[src/rtl/tetromino_spawner.sv]
// Tetromino spawner: pulls a new piece from the generator or swaps with the hold slot,
// runs the board collision check, and publishes the accepted piece as the active piece.

package tetromino_pkg;

    // 0=I 1=O 2=T 3=S 4=Z 5=J 6=L
    typedef logic [2:0] tetromino_idx_t;

    typedef struct packed {
        tetromino_idx_t     idx;
        logic [1:0]         rotation;
        logic signed [4:0]  x;
        logic signed [5:0]  y;
        logic [15:0]        tetromino;  // 4x4 bitmap, row 0 in the top nibble
    } tetromino_ctrl;

    // Spawn-orientation bitmap for each piece
    function automatic logic [15:0] get_tetromino_info(input tetromino_idx_t idx);
        logic [15:0] shape;
        unique case (idx)
            3'd0:    shape = 16'h0F00;
            3'd1:    shape = 16'h6600;
            3'd2:    shape = 16'h4E00;
            3'd3:    shape = 16'h6C00;
            3'd4:    shape = 16'hC600;
            3'd5:    shape = 16'h8E00;
            3'd6:    shape = 16'h2E00;
            default: shape = 16'h0000;
        endcase
        return shape;
    endfunction

endpackage

module tetromino_spawner
    import tetromino_pkg::*;
#(
    parameter int          SPAWN_X       = 3,
    parameter int unsigned CHECK_TIMEOUT = 15
) (
    input  logic           clk,
    input  logic           reset,
    input  logic           spawn_req,
    input  logic           hold_req,
    input  tetromino_ctrl  gen_curr,
    output logic           gen_enable,
    output logic           check_req,
    output tetromino_ctrl  check_piece,
    input  logic           check_done,
    input  logic           check_collide,
    output tetromino_ctrl  active,
    output logic           active_valid,
    output tetromino_idx_t hold_idx,
    output logic           hold_valid,
    output logic           hold_used,
    output logic           busy,
    output logic           spawn_done,
    output logic           game_over
);

    localparam int unsigned TW = (CHECK_TIMEOUT > 1) ? $clog2(CHECK_TIMEOUT) : 1;

    typedef enum logic [2:0] {StIdle, StAdvance, StLatch, StCheck, StDone, StOver} state_e;

    state_e         state_q, state_d;
    tetromino_ctrl  cand_q, cand_d;
    tetromino_ctrl  active_q, active_d;
    logic           active_valid_q, active_valid_d;
    tetromino_idx_t hold_idx_q, hold_idx_d;
    logic           hold_valid_q, hold_valid_d;
    logic           hold_used_q, hold_used_d;
    logic           from_hold_q, from_hold_d;
    logic [TW-1:0]  timer_q, timer_d;
    logic           gen_enable_q, gen_enable_d;
    logic           check_req_q, check_req_d;
    logic           spawn_done_q, spawn_done_d;
    logic           game_over_q, game_over_d;
    logic           busy_q, busy_d;
    tetromino_ctrl  swap_piece;

    // Piece rebuilt from the current hold slot for a swap
    always_comb begin
        swap_piece           = '0;
        swap_piece.idx       = hold_idx_q;
        swap_piece.rotation  = 2'd0;
        swap_piece.x         = 5'(SPAWN_X);
        swap_piece.y         = (hold_idx_q == 3'd0) ? 6'sd0 : -6'sd1;
        swap_piece.tetromino = get_tetromino_info(hold_idx_q);
    end

    // Next-state logic; outputs are derived from the next state so they come out registered
    always_comb begin
        state_d        = state_q;
        cand_d         = cand_q;
        active_d       = active_q;
        active_valid_d = active_valid_q;
        hold_idx_d     = hold_idx_q;
        hold_valid_d   = hold_valid_q;
        hold_used_d    = hold_used_q;
        from_hold_d    = from_hold_q;
        timer_d        = timer_q;
        spawn_done_d   = 1'b0;

        unique case (state_q)
            StIdle: begin
                if (spawn_req) begin
                    from_hold_d = 1'b0;
                    state_d     = StAdvance;
                end else if (hold_req && active_valid_q && !hold_used_q) begin
                    hold_idx_d     = active_q.idx;
                    hold_used_d    = 1'b1;
                    active_valid_d = 1'b0;
                    from_hold_d    = 1'b1;
                    if (!hold_valid_q) begin
                        hold_valid_d = 1'b1;
                        state_d      = StAdvance;
                    end else begin
                        cand_d  = swap_piece;
                        timer_d = '0;
                        state_d = StCheck;
                    end
                end
            end
            StAdvance: state_d = StLatch;
            StLatch: begin
                cand_d  = gen_curr;
                timer_d = '0;
                state_d = StCheck;
            end
            StCheck: begin
                if (check_done) begin
                    state_d = check_collide ? StOver : StDone;
                end else if (timer_q == TW'(CHECK_TIMEOUT - 1)) begin
                    state_d = StOver;
                end else begin
                    timer_d = timer_q + 1'b1;
                end
            end
            StDone:  state_d = StIdle;
            StOver:  state_d = StOver;
            default: state_d = StIdle;
        endcase

        // Only CHECK leads to DONE, so this fires once on entry
        if (state_d == StDone) begin
            active_d       = cand_q;
            active_valid_d = 1'b1;
            spawn_done_d   = 1'b1;
            if (!from_hold_q) begin
                hold_used_d = 1'b0;
            end
        end
        if (state_d == StOver) begin
            active_valid_d = 1'b0;
        end

        gen_enable_d = (state_d == StAdvance);
        check_req_d  = (state_d == StCheck);
        busy_d       = (state_d != StIdle);
        game_over_d  = (state_d == StOver);
    end

    // State and registered outputs
    always_ff @(posedge clk or posedge reset) begin
        if (reset) begin
            state_q        <= StIdle;
            cand_q         <= '0;
            active_q       <= '0;
            active_valid_q <= 1'b0;
            hold_idx_q     <= '0;
            hold_valid_q   <= 1'b0;
            hold_used_q    <= 1'b0;
            from_hold_q    <= 1'b0;
            timer_q        <= '0;
            gen_enable_q   <= 1'b0;
            check_req_q    <= 1'b0;
            spawn_done_q   <= 1'b0;
            game_over_q    <= 1'b0;
            busy_q         <= 1'b0;
        end else begin
            state_q        <= state_d;
            cand_q         <= cand_d;
            active_q       <= active_d;
            active_valid_q <= active_valid_d;
            hold_idx_q     <= hold_idx_d;
            hold_valid_q   <= hold_valid_d;
            hold_used_q    <= hold_used_d;
            from_hold_q    <= from_hold_d;
            timer_q        <= timer_d;
            gen_enable_q   <= gen_enable_d;
            check_req_q    <= check_req_d;
            spawn_done_q   <= spawn_done_d;
            game_over_q    <= game_over_d;
            busy_q         <= busy_d;
        end
    end

    assign gen_enable   = gen_enable_q;
    assign check_req    = check_req_q;
    assign check_piece  = cand_q;
    assign active       = active_q;
    assign active_valid = active_valid_q;
    assign hold_idx     = hold_idx_q;
    assign hold_valid   = hold_valid_q;
    assign hold_used    = hold_used_q;
    assign busy         = busy_q;
    assign spawn_done   = spawn_done_q;
    assign game_over    = game_over_q;

endmodule
[config.mk]
export PLATFORM = sky130hd
export DESIGN_NAME = tetromino_spawner
export DESIGN_NICKNAME = d
export VERILOG_FILES = /design/src/rtl/tetromino_spawner.sv
export SDC_FILE = /design/constraint.sdc
export NUM_CORES = 1
export LEC_CHECK = 0
export ABC_AREA = 1
export BUFFER_PORTS_ARGS = -buffer_cell sky130_fd_sc_hd__buf_2
export CAP_MARGIN = 10
export CORE_MARGIN = 3
export CORE_UTILIZATION = 51
export CTS_CLUSTER_SIZE = 20
export DETAILED_ROUTE_END_ITERATION = 10
export GPL_TIMING_DRIVEN = 0
export HOLD_SLACK_MARGIN = 0.06
export PLACE_DENSITY = 0.8
export SLEW_MARGIN = 20
export SYNTH_ARGS = -nofsm -noshare
export SYNTH_HDL_FRONTEND = slang
export SYNTH_SLANG_ARGS = --single-unit
[constraint.sdc]
create_clock -name clk -period 3.1 [get_ports clk]
set_input_delay 0.62 -clock clk [delete_from_list [all_inputs] [get_ports clk]]
set_output_delay 0.62 -clock clk [all_outputs]
set_load 0.02 [all_outputs]
# Word-level counts from Yosys, hierarchy flattened
# Index checks and enable logic that the tools add are counted.
# Widths: inputs -> output; s select.
dict set report totals {
  out_inout_bits 75
  reg_bits 83
  in_bits 38
}
dict set report op_classes {
  eq_ne 21
  reduce_logical 16
  n_bitwise 1
  addsub 1
  muxes 32
}
# op n
set ops {}
lappend ops {{$pmux 16 s7} 1}
lappend ops {{$mux 32} 3}
lappend ops {{$pmux 32 s2} 1}
lappend ops {{$mux 4} 5}
lappend ops {{$eq 3x3->1 const B} 6}
lappend ops {{$eq 3x2->1 const B} 5}
lappend ops {{$pmux 3 s5} 1}
lappend ops {{$mux 1} 14}
lappend ops {{$mux 3} 4}
lappend ops {{$pmux 4 s3} 1}
lappend ops {{$reduce_bool 3->1} 4}
lappend ops {{$ne 2x2->1 const B} 5}
lappend ops {{$eq 3x1->1 const B} 3}
lappend ops {{$logic_not 3->1} 2}
lappend ops {{$mux 6} 1}
lappend ops {{$reduce_and 3->1} 2}
lappend ops {{$reduce_and 6->1} 1}
lappend ops {{$add 4x1->4 const B} 1}
lappend ops {{$eq 4x4->1 const B} 1}
lappend ops {{$reduce_and 4->1} 1}
lappend ops {{$reduce_bool 2->1} 2}
lappend ops {{$ne 3x1->1 const B} 1}
lappend ops {{$logic_and 1x1->1} 2}
lappend ops {{$mux 2} 1}
lappend ops {{other kinds (3)} 3}

# Longest topological paths before layout
# Gate-level depths: netlist of run 1.
dict set report logic_depth {
  ltp_word 8
  mapped_depth 10
  mapped_depth_nobuf 9
}

# Worst setup path before layout of run 1
# No wires, ideal clock.
dict set report synth_timing {
  kind {input -> register}
  start {input hold_req}
  end {register cand_q (netlist bit check_piece[30])}
  setup_slack_ps 1587
  t_arrival_ps 1396
  cell_stages 9
  cell_sequence {nand2_1 -> nor2_1 -> nand2_1 -> nand2_1 -> nand2_1 -> clkinv_1 -> buf_2 -> nand2_1 -> nand2_1}
}
dict set report synth_between {
  elab_chain_len 4
}
# item line_no
set synth_lines {}
lappend synth_lines {{start: declaration} 44} ;# input logic hold_req,
lappend synth_lines {{$logic_and 1x1->1 (2 in series)} 109} ;# end else if (hold_req && active_valid_q && !hold_used_q) begin
lappend synth_lines {{$ne 2x2->1 (no line)} n/a}
lappend synth_lines {{$reduce_and 4->1 (no line)} n/a}
lappend synth_lines {{end signal: assignment} 182} ;# cand_q <= cand_d;
lappend synth_lines {{end: declaration} 66} ;# tetromino_ctrl cand_q, cand_d;
# No other way between the ends.
# A chain may end at the register's enable or synchronous reset.

# Final worst setup path of run 1
dict set report layout_timing {
  start {register state_q[2]}
  end {register active_q (netlist bit active[1])}
}
dict set report layout_between {
  elab_chain_len 4
  elab_cells_between_ends 11
}
# item line_no
set layout_lines {}
lappend layout_lines {{start: declaration} 65} ;# state_e state_q, state_d;
lappend layout_lines {{start signal: assignment} 166} ;# state_q <= StIdle;
lappend layout_lines {{start signal: assignment} 181} ;# state_q <= state_d;
lappend layout_lines {{$mux 3 (on tied branches)} {133, 109}}
lappend layout_lines {{$mux 3 (on tied branches)} {131, 106}}
lappend layout_lines {{$pmux 3 s5 (*)} 104} ;# unique case (state_q)
lappend layout_lines {{$eq 3x3->1 (*)} 145} ;# if (state_d == StDone) begin
lappend layout_lines {{end signal: assignment} 183} ;# active_q <= active_d;
lappend layout_lines {{end: declaration} 67} ;# tetromino_ctrl active_q, active_d;
# Mark *: on every way between the ends. The rest lies on a longest branch, timed or not.

==> results of run 1 <==
==> stage by stage <==
| stage | worst slack, ns | total power, mW | cells | cell area (µm²) |
|---|---|---|---|---|
| 3_5_place_dp | 1.100 | 1.159 | 650 | 4323 |
| 6_report | 1.359 | 2.095 | 666 | 4573 |
| 4_1_cts | 1.384 | 2.107 | 666 | 4573 |
| 2_1_floorplan | 0.3432 | 1.122 | 441 | 3612 |
| 5_1_grt | 1.197 | 2.167 | 666 | 4573 |
| 3_3_place_gp | -0.5623 | 1.153 | 649 | 4293 |
==> cells by family after synthesis <==
family	Yosys count	share of synthesized area
fa+ha+maj	2	0.006926
buf+inv	41	0.05334
flops	83	0.5750
xor+xnor	1	0.002425
compound gates	24	0.03395
simple gates	290	0.3284
==> flip-flops by register name, summed over array words and instances, names as in the netlist <==
register	count
game_over	1
from_hold_q	1
timer_q	4
active_valid	1
spawn_done	1
gen_enable	1
state_q	3
hold_idx	3
check_piece	32
check_req	1
active	32
busy	1
hold_valid	1
hold_used	1
==> how the worst min path moves through the flow <==
| stage | from | end | slack, ns | cells after the start |
|---|---|---|---|---|
| floorplan | timer_q[3]$_DFFE_PP0P_ | timer_q[3]$_DFFE_PP0P_ | 0.49 | 2 |
| global placement | active[18]$_DFFE_PP0N_ | active[18]$_DFFE_PP0N_ | 0.45 | 2 |
| detailed placement | active[20]$_DFFE_PP0N_ | active[20]$_DFFE_PP0N_ | 0.45 | 2 |
| CTS | reset | check_piece[5]$_DFFE_PP0P_ | 0.23 | 2 |
| global route | reset | check_piece[5]$_DFFE_PP0P_ | 0.24 | 2 |
| finish | reset | active[5]$_DFFE_PP0N_ | 0.23 | 2 |
==> worst max-delay path: stages (launching register included) <==
cell and delay, ns:
dfrtp_1 0.46, nor2_1 0.18, nand2_1 0.12, a21oi_1 0.36
nor2_2 0.13, buf_2 0.23, nand3_1 0.09, nand2_1 0.06
==> cell type report <==
| type | instances | share of cell area |
|---|---|---|
| well taps | 96 | 0.02627 |
| flip-flops and latches | 83 | 0.4542 |
| multi-input cells | 317 | 0.2936 |
| clock inverters | 6 | 0.02462 |
| repair buffers | 113 | 0.1286 |
| plain buffers | 17 | 0.02243 |
| inverters | 24 | 0.02025 |
| clock buffers | 10 | 0.03010 |
==> metal layers <==
layer	vias up	global-route usage	part of all wire
met5	-	0	0
met4	0	0.1186	0.031
met3	24	0.04854	0.068
met2	138	0.3983	0.48
met1	1571	0.3345	0.43
li1	1624	-	-
==> power by group <==
| part | internal (mW) | switching [mW] | leakage (nW) |
|---|---|---|---|
| clock network | 0.559 | 0.400 | 0.126 |
| logic | 0.0210 | 0.0324 | 1.55 |
| registers | 1.08 | 0.000191 | 1.12 |
==> cell usage in the layout, fill, tap and decap left out, types with 2 or more instances in the layout <==
cell and count:
buf_2 122, nor2_1 23, nand4_1 2, ha_1 2, o21ai_0 16, clkbuf_8 10
clkbuf_1 3, a21oi_1 7, nand2_1 215, nand3_1 44, buf_6 3, clkinv_4 2
bufinv_16 3, dfrtp_1 83, inv_1 22
==> metrics.cfg, run 1 <==
[route]
ant_nets=0
drc=0
wl_per_cell_um=14.32
drt_iter0_markers=197
drt-total-wl_um=9536
drt_pre_antenna_iters=4
num_vias=3357
viasPerCell=5.041

[logic_synthesis]
ys.flop_type=dfrtp_1
synth_common_cells=215 x nand2_1, 83 x dfrtp_1, 44 x nand3_1
seq_area_frac_synth=0.5750
syn_area_per_cell_um2=8.191
yosys.area.top_type_share=0.5750
synth_area_mm2=0.003612
synthMostInstantiatedCell=nand2_1
netlist_instances=441
synthTopCellsByArea=dfrtp_1 57%, nand2_1 22%, nand3_1 6.1%, inv_1 2.4%, nor2_1 2.4%
synth_top_cell_by_area=dfrtp_1
synth_edf_count=0
synth_warnings=0
synth_seq_cells=83
synth_nets=481
async_flop_share=1.000
synth_cell_type_count=22

[final_layout]
layout-drive-gt1-share=0.2614
utilization=0.6694
n_fill_cell=602
nets=605
multi_input_area_mm2=0.001343
syn_to_final_growth_pct=26.60
num_antenna_cells=0
seqCellArea_mm2=0.002077

[critical_path]
setup.worst_path.end_class=register
crit_type=register to register
r2r_slack_ns=1.36
cp-endpoint=active[1]$_DFFE_PP0N_
required_ns=3.34
arrival_ns=1.98
startpoint=state_q[2]$_DFF_PP0_
worst_r2r_endpoint=active[1]$_DFFE_PP0N_
start_kind=register
worst-path-max-fanout=10
reg2reg_from=state_q[2]$_DFF_PP0_
rr_worst_depth=7

[sta]
drv_slew=0
tightest_slew_ns=0.5263
period_share=0.5615
setup_violations=0
finalHoldViolCount=0
slew_headroom=0.6491
fin_tns_setup_ns=0
fmaxAchievable_mhz=574.5
finalCriticalPeriod_ns=1.741
rsz0062_at_grt=false
finClkSkew_ns=0.008267
whs_ns=0.2252

[floorplanning]
ios=113
die_area_mm2=0.008129
rows=30
die_h_um=90.16
coreArea_mm2=0.006832
fp.dieW_um=90.16
start_util=0.5288

[status]
status=completed

[cts]
numCtsBuffers=9
cts_setup_buffers=0
cts_buffer_depth=2
cts_hold_buffers=0
clock_latency_ns=0.35
cts_resized=0
cts_tree=built
clock_sinks=83
root_buffer=clkbuf_8
htree_levels=3
clk_pin_slew_ns=0.08

[grt]
grt_antenna_before_repair=0
grt-ovfl-total=0
first_global_vias=3279
grt_use_total=0.2510
grt_pass1_wl_um=16220
grt_start_max_net_pins=61

[job]
maxCapViolCount=0

[power]
powerDensity_mw_per_mm2=458.0
p_leak_nw=2.796
ir_worst_vdd_mv=0.3080

[hold_path]
min_path_type=input pin to asynchronous set/reset pin

[placed_design]
place_congestion=0.8844
hpwl_um=6977
place.port_buffers=112

Note: power is estimated with default switching activity, not from simulation.
==> inputs of run 2 (changes only) <==
--- a/config.mk
+++ b/config.mk
@@ -9,12 +9,12 @@
 export BUFFER_PORTS_ARGS = -buffer_cell sky130_fd_sc_hd__buf_2
 export CAP_MARGIN = 10
 export CORE_MARGIN = 3
-export CORE_UTILIZATION = 51
+export CORE_UTILIZATION = 46
 export CTS_CLUSTER_SIZE = 20
 export DETAILED_ROUTE_END_ITERATION = 10
 export GPL_TIMING_DRIVEN = 0
 export HOLD_SLACK_MARGIN = 0.06
-export PLACE_DENSITY = 0.8
+export PLACE_DENSITY = 0.76
 export SLEW_MARGIN = 20
 export SYNTH_ARGS = -nofsm -noshare
 export SYNTH_HDL_FRONTEND = slang
==> constraint.sdc (replaced) <==
create_clock -name clk -period 1.4 [get_ports clk]
set_input_delay 0.28 -clock clk [delete_from_list [all_inputs] [get_ports clk]]
set_output_delay 0.28 -clock clk [all_outputs]
set_load 0.02 [all_outputs]
==> metrics.cfg, run 2 (same netlist as run 1, synthesis figures left out) <==
[status]
status=complete, but fails checks
failed_checks=negative setup slack

[placed_design]
place.port_buffers=112
place_congestion=0.8193
hpwl_um=7024
placedInstanceArea_mm2=0.004340
place_ws_ns=-0.2945

[route]
drc=0
num_vias=3573
ant_nets=0
drt_pre_antenna_iters=5
drt_iter0_markers=199
viasPerCell=5.068
wl_per_cell_um=15.71
drt-total-wl_um=11080

[final_layout]
syn_to_final_growth_pct=46.41
final_cell_mix=175 x nand2_1, 115 x buf_2, 79 x dfrtp_1, 39 x nand3_1, 32 x nand2_2
final_common_cell=nand2_1
n_fill_cell=569
layout-drive-gt1-share=0.4198
fin_area_mm2=0.005289
nets=640

[hold_path]
hp-start=gen_curr[3]
min_to=check_piece[3]$_DFFE_PP0P_
worstHoldPathCells=3
min_path_type=input pin to register

[grt]
grt-ovfl-total=0
first_global_vias=3309
grt_antenna_before_repair=0
grt_pass1_wl_um=16370
grt_use_total=0.2359
grt_start_max_net_pins=34

[cts]
numCtsBuffers=9
htree_levels=3
root_buffer=clkbuf_8
cts_tree=built
clock_latency_ns=0.34
clock_sinks=83
clk_pin_slew_ns=0.08
cts_buffer_depth=2

[critical_path]
required_ns=1.63
worst_r2r_endpoint=active[26]$_DFFE_PP0N_
crit_path_frequent_cell=nand2_2
setup.worst_path.end_class=register
rr_worst_depth=11
crit_slowest_cell=dfrtp_1
cp_top_family=simple AND/OR/NAND/NOR gates
max_stage_delay_ns=0.39
crit_type=register to register
reg2reg_from=timer_q[0]$_DFFE_PP0P_
arrival_ns=1.75
worst-path-max-fanout=5
start_kind=register
path_cells=inv_2 > ha_4 > nand3_4 > nand2_2 > nand2_2 > nand2_4 > nand3_4 > buf_12 > buf_8 > nand2_2 > nand2_1
cp.buffers_inverters=3
r2r_slack_ns=-0.11

[sta]
setup_violations=36
drv_slew=0
fin_tns_setup_ns=-2.417
period_share=1.080
fmaxAchievable_mhz=661.6
rsz0062_at_grt=true
tightest_slew_ns=0.5713
slew_headroom=0.6183
fin_ws_ns=-0.1115
finClkSkew_ns=0.004965
finalHoldViolCount=0
finalCriticalPeriod_ns=1.512

[floorplanning]
fp.dieW_um=94.62
rows=31
coreArea_mm2=0.007447
die_area_mm2=0.008952
die_h_um=94.62
start_util=0.4850
ios=113

[power]
ir_worst_vdd_mv=0.4560
p_leak_nw=3.045
powerDensity_mw_per_mm2=801.5

[job]
maxCapViolCount=0

## run 2: changes by cell type in the layout (fill, tap and decap cells not counted), moves of 6 or more
cell	before	now
buf_4	1	19
o21ai_0	16	7
inv_2	0	6
nand2_4	1	9
inv_1	22	14
buf_6	3	15
buf_2	122	115
nand2_1	215	175
nand2_2	1	32
## run 2: worst max path at each step
stage | endpoint | from | slack, ns | cells past startpoint
2_1_floorplan | active[29]$_DFFE_PP0N_ | timer_q[0]$_DFFE_PP0P_ | 0.0001 | 10
3_3_place_gp | gen_enable$_DFF_PP0_ | reset | -0.39 | 2
3_5_place_dp | check_piece[29]$_DFFE_PP0P_ | active_valid$_DFFE_PP0P_ | -0.29 | 9
4_1_cts | active[22]$_DFFE_PP0N_ | timer_q[0]$_DFFE_PP0P_ | -0.10 | 11
5_1_grt | active[26]$_DFFE_PP0N_ | timer_q[0]$_DFFE_PP0P_ | -0.17 | 11
6_report | active[26]$_DFFE_PP0N_ | timer_q[0]$_DFFE_PP0P_ | -0.11 | 11
## run 2: power breakdown
part           total [mW]  internal [mW]  switching [mW]
combinational       0.127         0.0514          0.0755
sequential           2.40           2.40        0.000294
clock                1.72          0.873           0.843
## run 2: timing repair
item | in CTS | in global routing
endpoints found under the hold margin | 20 | 0
buffers inserted | 21 | 6
resized for setup | 57 | 90
pin swaps | 6 | 17
hold buffers | 1 | 0
cloned | 2 | 6
endpoints found under the setup margin | 78 | 77
## run 2: worst min-delay path: stages
cell,delay [ns]
buf_2,0.07
nand2_1,0.04
nand2_1,0.05
## run 2: layout make-up
type	count	area, µm²	area share
antenna	1	2.502	0.0004731
buffer	15	173.9	0.03288
clock buffer	12	145.1	0.02744
clock inverter	4	50.05	0.009463
inverter	24	111.4	0.02106
multi-input combinational	317	1607	0.3038
sequential	83	2082	0.3937
tap	99	123.9	0.02342
timing repair buffer	150	993.5	0.1878
## run 2: per-layer routing
metal	vias up	routed length (µm)	track usage
met2	156	5511	0.3870
met5	-	0	0
met1	1703	4574	0.3217
met4	0	179	0.06490
li1	1697	-	-
met3	17	810	0.04462
## run 2: per-stage QoR
| stage | util | std cells | hold WS [ns] | power [mW] |
|---|---|---|---|---|
| 6_report | 0.7102 | 705 | 0.1379 | 4.239 |
| 5_1_grt | 0.7098 | 704 | 0.1298 | 4.395 |
| 4_1_cts | 0.6605 | 692 | 0.1347 | 4.245 |
| 3_5_place_dp | 0.5828 | 654 | 0.3588 | 2.568 |
| 3_3_place_gp | 0.5775 | 652 | 0.4480 | 2.554 |
| 2_1_floorplan | - | 441 | 0.3969 | 2.485 |
